$ cat src/rtl/hash_out_serializer.sv
// hash_out_serializer
// Captures a wide digest on the rising edge of the hash core's ready level and
// streams it out MSB word first over a valid/ready handshake. A digest edge that
// arrives mid-stream is dropped and recorded in a sticky overrun flag, except when
// it lines up with the final handshake, in which case the new digest is chained
// directly behind the current one with no idle gap.
module hash_out_serializer #(
  parameter int unsigned l = 256,
  parameter int unsigned w = 64
) (
  input  logic         clk,
  input  logic         rst,
  input  logic [l-1:0] hash_text,
  input  logic         hash_ready,
  output logic [w-1:0] out_data,
  output logic         out_valid,
  input  logic         out_ready,
  output logic         out_last,
  output logic         busy,
  output logic         overrun
);

  localparam int unsigned N  = l / w;
  localparam int unsigned CW = (N > 1) ? $clog2(N) : 1;

  typedef enum logic [0:0] {
    IDLE = 1'b0,
    SEND = 1'b1
  } state_t;

  state_t         state_r;
  state_t         state_nxt_s;
  logic [l-1:0]   sreg_r;
  logic [l-1:0]   sreg_nxt_s;
  logic [CW-1:0]  cnt_r;
  logic [CW-1:0]  cnt_nxt_s;
  logic           rdy_q_r;
  logic           overrun_r;
  logic           overrun_nxt_s;

  logic           edge_s;
  logic           send_s;
  logic           hs_s;
  logic           last_s;

  // A new digest is signalled only by the low-to-high transition of ready.
  assign edge_s = hash_ready & ~rdy_q_r;
  assign send_s = (state_r == SEND);
  assign hs_s   = send_s & out_ready;
  assign last_s = (cnt_r == CW'(N - 1));

  // Outputs decode straight from registered state; out_ready only steers next state.
  assign out_data  = sreg_r[l-1 -: w];
  assign out_valid = send_s;
  assign busy      = send_s;
  assign out_last  = send_s & last_s;
  assign overrun   = overrun_r;

  // Next-state, shift-register and overrun decode for the IDLE/SEND machine.
  always_comb begin
    state_nxt_s   = state_r;
    sreg_nxt_s    = sreg_r;
    cnt_nxt_s     = cnt_r;
    overrun_nxt_s = overrun_r;
    case (state_r)
      IDLE: begin
        if (edge_s) begin
          sreg_nxt_s  = hash_text;
          cnt_nxt_s   = {CW{1'b0}};
          state_nxt_s = SEND;
        end else begin
          state_nxt_s = IDLE;
        end
      end
      SEND: begin
        if (hs_s) begin
          if (last_s) begin
            if (edge_s) begin
              // Chain the next digest behind the final word; not an overrun.
              sreg_nxt_s  = hash_text;
              cnt_nxt_s   = {CW{1'b0}};
              state_nxt_s = SEND;
            end else begin
              sreg_nxt_s  = sreg_r << w;
              cnt_nxt_s   = {CW{1'b0}};
              state_nxt_s = IDLE;
            end
          end else begin
            sreg_nxt_s    = sreg_r << w;
            cnt_nxt_s     = cnt_r + CW'(1);
            overrun_nxt_s = overrun_r | edge_s;
          end
        end else begin
          // Stalled: hold the word; any new digest is lost.
          overrun_nxt_s = overrun_r | edge_s;
        end
      end
      default: begin
        state_nxt_s = IDLE;
      end
    endcase
  end

  // State, datapath and edge-detect registers with synchronous reset.
  always_ff @(posedge clk) begin
    if (rst) begin
      state_r   <= IDLE;
      sreg_r    <= {l{1'b0}};
      cnt_r     <= {CW{1'b0}};
      rdy_q_r   <= 1'b0;
      overrun_r <= 1'b0;
    end else begin
      state_r   <= state_nxt_s;
      sreg_r    <= sreg_nxt_s;
      cnt_r     <= cnt_nxt_s;
      rdy_q_r   <= hash_ready;
      overrun_r <= overrun_nxt_s;
    end
  end

endmodule

$ cat config.mk
export PLATFORM = sky130hd
export DESIGN_NAME = hash_out_serializer
export DESIGN_NICKNAME = d
export VERILOG_FILES = /design/src/rtl/hash_out_serializer.sv
export SDC_FILE = /design/constraint.sdc
export NUM_CORES = 1
export LEC_CHECK = 0
export BUFFER_PORTS_ARGS = -buffer_cell sky130_fd_sc_hd__buf_4
export CORE_UTILIZATION = 55
export DETAILED_ROUTE_END_ITERATION = 8
export GPL_TIMING_DRIVEN = 0
export PLACE_DENSITY = 0.85
export SLEW_MARGIN = 15
export SYNTH_ARGS = -nofsm -noshare
export SYNTH_HDL_FRONTEND = slang
export SYNTH_SLANG_ARGS = --single-unit
$ cat constraint.sdc
create_clock -name clk -period 2.7 [get_ports clk]
set_input_delay 0.54 -clock clk [delete_from_list [all_inputs] [get_ports clk]]
set_output_delay 0.54 -clock clk [all_outputs]
set_load 0.01 [all_outputs]
# Word-level counts from Yosys, hierarchy flattened
# Index checks and enable logic that the tools add are counted.
# W data, S select, Z words.
# word_totals
regBits,261
inputBits,260
output_inout_bits,68
word_cells,33
# op_classes
addsub,1
n_eq_ne,4
n_mux,15
bitwise,6
reduce_logical,2
# op_table
cell,count
$mux W256,4
$pmux W256 S2,1
$mux W2,3
$mux W1,5
$ne A2 B2 Y1 const B,2
$pmux W2 S2,1
$reduce_and A2 Y1,2
$and A1 B1 Y1,3
$add A2 B1 Y2 const B,1
$eq A2 B2 Y1 const B,1
$ne A2 B1 Y1 const B,1
$not A1 Y1,2
$pmux W1 S2,1
$or A1 B1 Y1,1

# Logic depth before layout (Yosys ltp)
# Gate-level depths: netlist of run 1.
# depth
depth_word,6
depth_mapped,6
mapped_depth_nobuf,4

# Worst setup path before layout of run 1
# OpenSTA, ideal clock, no wires.
# synth_path
path_kind,reg-to-output
from,register state_r (netlist: busy)
to,output port out_last
arrival_ns,1.188
t_required_ns,2.160
setup_slack_ns,0.972
stages_incl_launch_ff,5
path_buffers,3
path_cell_list,dfxtp_1 -> buf_2 -> buf_2 -> buf_2 -> and2_1
# synth_between
elab_chain_len,1
# synth_lines
element,line,rtl
"start, declared",31,state_t state_r;
"start signal, assigned",113,state_r <= state_nxt_s;
$and A1 B1 Y1,56,assign out_last = send_s & last_s;
"end, declared",18,"output logic out_last,"
# Every way passes these cells.

# Worst setup path in the final report of run 1
# Ends and elaborated chain as after synthesis.

==> metrics, run 1 <==
detailed-route wire length per cell=20.9 um; flip-flop and latch count after synthesis=roughly 260; number of distinct library cell variants in the gate-level netlist after synthesis=27; drt drc=40; detailed-route vias per instance=6.23; clk sinks=261; drt total wl=~45000 um; total nets after synthesis=1781; detailed router's first-iteration violation count=1295; insertion delay of the later-clocked pin in the worst-skew pair=550 ps; DRT antenna net count=0; commonest cells after routing, fill and taps aside=sky130_fd_sc_hd__buf_4 (403), sky130_fd_sc_hd__nand3_1 (321), sky130_fd_sc_hd__dfxtp_1 (260); Min-Delay Path Class=primary input to flip-flop; fraction of the mapped netlist area in compound gates=24.6%; power density normalized to cell area=649 mW/mm^2; mux cell area share after synthesis=0%; dominant combinational cell family by area after synthesis=compound AO/OA/AOI/OAI gates; leading cell type in the layout, fill and taps excluded=sky130_fd_sc_hd__buf_4; worst hold margin=approximately 260 ps; fin nets=2136; status=finished with violations; CTS Buffer Depth=3; Global Route met1 Usage=48.2%; Die Footprint=0.0231 sq mm; fraction of synthesized cell area in xor and xnor cells=0%; gr busiest metal=met2; static leakage power=6.21 nW; post-cts gate resize count=2; data arrival time of the critical path=2080 ps; H-tree levels=1; Finish-stage setup viols=0; gate count of the mapped netlist=1519; gpl congestion=1.05; adder-cell share of the synthesized area=0.202%; share of the clock period used by the worst path after layout=97.2%; number of post-CTS setup repair buffers=0; number of placement rows=54; clock transition at the registers of the reported paths=60 ps; count of hold buffers inserted by post-cts repair=0; Least-Margin Pin Slew=about 990 ps; Initial Util=56.4%; Highest Clock Rate=around 380 MHz; CTS tree=yes; wire length of the first global-routing pass=between 70000 and 80000 um; Port Buffer Count=between 300 and 400; Area growth, synth to finish=30.5%; share of post-route cells with drive strength above 1=29.2%; CTS root buf=sky130_fd_sc_hd__clkbuf_16; max-slew violations=0; CP required=around 2200 ps; Yosys warning count=0; skew final=roughly 21 ps; met3 track utilization from global routing=between 6 and 7%; Top Ports=328; Setup TNS Final=0 ps; Min Clock Period, post-route=roughly 2600 ps; Die X=between 150 and 200 um; peak ir drop on the vdd network=0.555 mV; worst setup path category=flip-flop to primary output; kind of end point of the critical path=primary output; overall overflow remaining after global route=0; core box area=0.0220 sq mm; average instance area after synthesis=8.16 sq um; n_diodes=0; netlist area before placement=between 0.01 and 0.015 sq mm; clock buffers created by TritonCTS=27; Post-DP HPWL=34100 um; vias in the first global route=roughly 13k; number of max-capacitance violations reported=0; pin count of the biggest net entering global routing=14; share of synthesized cell area in and, or, nand and nor gates=21.5%; y dimension of the die=152 um; overall routing resource usage=a little under two fifths; Critical Path Slowest Stage Cell=sky130_fd_sc_hd__dfxtp_2; failing checks=DRC; unrepaired setup endpoints after global routing=false; met2 layer usage reported by global route=64.5%; delay of the slowest cell on the worst path=440 ps; Critical Path Start Type=flip-flop; most prevalent standard cell on the critical path=sky130_fd_sc_hd__buf_4; Final Hold Fails=0; chain of cells forming the critical path=clkbuf_4 -> buf_4 -> buf_2 -> and2_1 -> buf_4; normalized max-slew margin=34.0%; vias after detailed routing=13.6k; portion of the post-synthesis area used by sequential elements=42.2%; highest fanout seen on the critical path=10; initial antenna violation count=0; DRT Pass-1 Iters=7
## cell families after synthesis
kind of cell             after synthesis
adder cells (fa/ha/maj)                2
AO/OA/AOI/OAI                        453
AND/OR/NAND/NOR                      531
buffers and inverters                272
flip-flops                           261
## cell usage after synthesis, drive strengths merged
cell type / count / area (sq um)
nor2: 4 / 15.0
and2: 2 / 12.5
a21o: 1 / 7.51
ha: 2 / 25.0
and3b: 1 / 8.76
a21oi: 66 / 330
nand3: 321 / 1610
a31oi: 1 / 6.26
clkbuf: 101 / 379
nor2b: 1 / 6.26
inv: 1 / 3.75
nand3b: 1 / 7.51
or3b: 1 / 8.76
dfxtp: 261 / 5230
a311oi: 192 / 1730
and2b: 1 / 7.51
buf: 170 / 1040
nor3: 192 / 961
nand2: 6 / 22.5
nor3b: 1 / 12.5
o21ai: 191 / 956
a21bo: 1 / 10.0
a211oi: 1 / 7.51
## power by group
group          switching (mW)  internal [mW]  leakage [nW]  total [mW]
combinational            1.10          0.957          3.57        2.06
sequential              0.197           4.21          2.16        4.40
clock                    1.58           2.45         0.485        4.02
## path summary, 6_finish.rpt
| check | start | endpoint | slack (ps) | depth (start not counted) |
|---|---|---|---|---|
| worst min-delay path | hash_text[51] | sreg_r[51] | 260 | 3 |
| worst min register to register | sreg_r[59] | sreg_r[59] | 470 | 2 |
| worst max-delay path | busy | out_last | 80 | 5 |
| worst max register to register | cnt_r[0] | sreg_r[72] | 510 | 6 |
## critical path, delay by kind of cell, from the launching register on
family	cells	cell delay, ps
AND/OR/NAND/NOR	1	210
buffers and inverters	4	900
flip-flops	1	440
## area by class of cell
class | instances | area, sq um
repair buffers | 326 | 2450
clock buffers | 42 | 852
flip-flops and latches | 261 | 5230
fillers | 1758 | 5790
multi-input cells | 986 | 5740
inverters | 1 | 3.75
plain buffers | 271 | 1420
clock inverters | 8 | 119
well taps | 280 | 350
## per-stage QoR
stage	power, mW	instance area, sq um	setup WS, ps	std cells	utilization (%)
floorplan	5.63	12400	972	1519	-
global placement	6.44	15200	368	2125	69.2
detailed placement	6.49	15200	362	2125	69.2
CTS	10.4	16200	43.2	2175	73.6
global route	10.8	16200	28.2	2175	73.6
finish	10.5	16200	76.2	2175	73.6
## registers in the layout, indices dropped and copies added, names as in the netlist
signal	count
busy	1
cnt_r	2
overrun	1
rdy_q_r	1
sreg_r	256
## per-layer routing
metal	part of all wire, %	routed length, um
met1	40	18000
met2	47	21300
met5	0	0
met3	8.8	4020
met4	4.7	2140
Power figures use the tool's default switching activity.
==> inputs of run 2 (changes only) <==
--- a/config.mk
+++ b/config.mk
@@ -6,10 +6,10 @@
 export NUM_CORES = 1
 export LEC_CHECK = 0
 export BUFFER_PORTS_ARGS = -buffer_cell sky130_fd_sc_hd__buf_4
-export CORE_UTILIZATION = 55
+export CORE_UTILIZATION = 56
 export DETAILED_ROUTE_END_ITERATION = 8
 export GPL_TIMING_DRIVEN = 0
-export PLACE_DENSITY = 0.85
+export PLACE_DENSITY = 0.86
 export SLEW_MARGIN = 15
 export SYNTH_ARGS = -nofsm -noshare
 export SYNTH_HDL_FRONTEND = slang
==> metrics, run 2 (same netlist as run 1, synthesis figures left out) <==
status=finished clean; Biggest register=sreg_r; Setup TNS Final=0 ps (unchanged); share of post-route cells with drive strength above 1=29.4% (+0.18 points); Highest Clock Rate=386 MHz (+1.2%); Die Footprint=0.0227 sq mm (-1.8%); DRT antenna net count=0 (unchanged); Critical Path Start Type=flip-flop; highest fanout seen on the critical path=10 (unchanged); Post-Route Utilization=74.6% (+0.97 points); post-cts gate resize count=2 (unchanged); pin count of the biggest net entering global routing=15 (+1); drt total wl=46000 um (+1.4%); core box area=0.0218 sq mm (-0.92%); DRT Pass-1 Iters=7 (unchanged); number of post-CTS setup repair buffers=0 (unchanged); kind of end point of the critical path=primary output; vias after detailed routing=13.8k (+1.5%); drt drc=0 (-100%); worst setup slack before clock tree synthesis=395 ps (+33.2 ps); Finish-stage setup viols=0 (unchanged); wire length of the first global-routing pass=69400 um (-1.0%); data arrival time of the critical path=2050 ps (-30 ps); skew final=6.99 ps (-14.0 ps); sequential cell area=0.00523 sq mm (unchanged); number of placement rows=54 (unchanged); insertion delay of the later-clocked pin in the worst-skew pair=540 ps (about the same); gpl congestion=1.02 (-3.3%); vias in the first global route=13.1k (-0.23%); detailed-route vias per instance=6.32 (+1.3%); share of the clock period used by the worst path after layout=96.0% (-1.2 points); clock buffers created by TritonCTS=28 (+3.7%); normalized max-slew margin=33.3% (-0.73 points); number of max-capacitance violations reported=0 (unchanged); unrepaired setup endpoints after global routing=false; area taken by multi-input logic gates=0.00574 sq mm (unchanged); CTS Buffer Depth=3 (unchanged); detailed router's first-iteration violation count=1063 (-18%); commonest cells after routing, fill and taps aside=sky130_fd_sc_hd__buf_4 (404), sky130_fd_sc_hd__nand3_1 (321), sky130_fd_sc_hd__dfxtp_1 (260); final setup margin=108 ps (+31.4 ps); Min-Delay Path Class=primary input to flip-flop; Min Clock Period, post-route=2590 ps (-31.4 ps); clk sinks=261 (unchanged); chain of cells forming the critical path=buf_4 -> buf_4 -> buf_2 -> and2_1 -> buf_4; max-slew violations=0 (unchanged); Initial Util=57.0% (+0.53 points); delay of the slowest cell on the worst path=420 ps (-20 ps); overall overflow remaining after global route=0 (unchanged); leading cell type in the layout, fill and taps excluded=sky130_fd_sc_hd__buf_4; Final Hold Fails=0 (unchanged); peak ir drop on the vdd network=0.481 mV (-13%); CP required=2160 ps (about the same); Critical Path Slowest Stage Cell=sky130_fd_sc_hd__dfxtp_2; count of hold buffers inserted by post-cts repair=0 (unchanged); static leakage power=6.22 nW (+0.19%); Port Buffer Count=326 (unchanged); CTS root buf=sky130_fd_sc_hd__clkbuf_16; CTS tree=yes; clock transition at the registers of the reported paths=60 ps (about the same); Top Ports=328 (unchanged); Area growth, synth to finish=31.0%; overall routing resource usage=39.6% (+1.2 points); number of buffer and inverter instances along the worst setup path=4 (unchanged); detailed-route wire length per cell=21.1 um (+1.2%); cell family contributing the most delay on the critical path=buffers and inverters; y dimension of the die=151 um (-0.88%); H-tree levels=1 (unchanged); Post-DP HPWL=34300 um (+0.76%); most prevalent standard cell on the critical path=sky130_fd_sc_hd__buf_4; fin nets=2137 (+0.047%); biggest registers after layout=sreg_r: 256 flops, cnt_r: 2 flops; initial antenna violation count=1 (+1); power density normalized to cell area=660 mW/mm^2 (+1.8%); Die X=151 um (-0.88%); Least-Margin Pin Slew=1000 ps (+10.9 ps); fillcell total=1747 (-0.63%); sum of internal, switching and leakage power=10.7 mW (+2.2%); number of flip-flops in the largest register=256 (unchanged); worst setup path category=flip-flop to primary output
## run 2: cell count changes in the layout (fill, tap and decap cells not counted), sizes merged
cell / previous run / this run
clkinvlp: 0 / 5
clkinv: 4 / 6
buf: 495 / 496
bufinv: 3 / 5
clkbuf: 144 / 137
inv: 2 / 1
diode: 0 / 1
## run 2: final timing paths
kind                   start     endpoint  slack [ps]  cells past startpoint
setup / recovery        busy     out_last         110                      5
hold reg to reg   sreg_r[31]   sreg_r[31]         470                      2
setup reg to reg        busy  sreg_r[185]         450                      5
hold / removal    hash_ready      rdy_q_r         260                      2
## run 2: routing by layer
layer	routed length (um)	GRT usage (%)
met5	0	0
met4	1830	16.8
met3	4610	6.61
met2	22100	66.4
met1	17500	50.0
## run 2: layout make-up
type                       count  area share (%)
multi-input combinational    986            35.4
sequential                   261            32.2
timing repair buffer         326            15.1
buffer                       271            8.77
clock buffer                  36            5.00
tap                          280            2.16
clock inverter                16            1.34
inverter                       1          0.0231
antenna                        1          0.0154
## run 2: metrics by stage
step                      cell area, sq um  hold WS [ps]  instances
final                                16200           257       2178
after global routing                 16200           260       2178
after CTS                            16200           252       2177
after detailed placement             15200           459       2125
after global placement               15200           450       2125
after floorplan                      12400           444       1519
## run 2: power breakdown
group	switching [mW]	total, mW	internal (mW)
combinational	1.11	2.07	0.957
sequential	0.204	4.41	4.21
clock	1.64	4.24	2.60
total	2.96	10.7	7.76
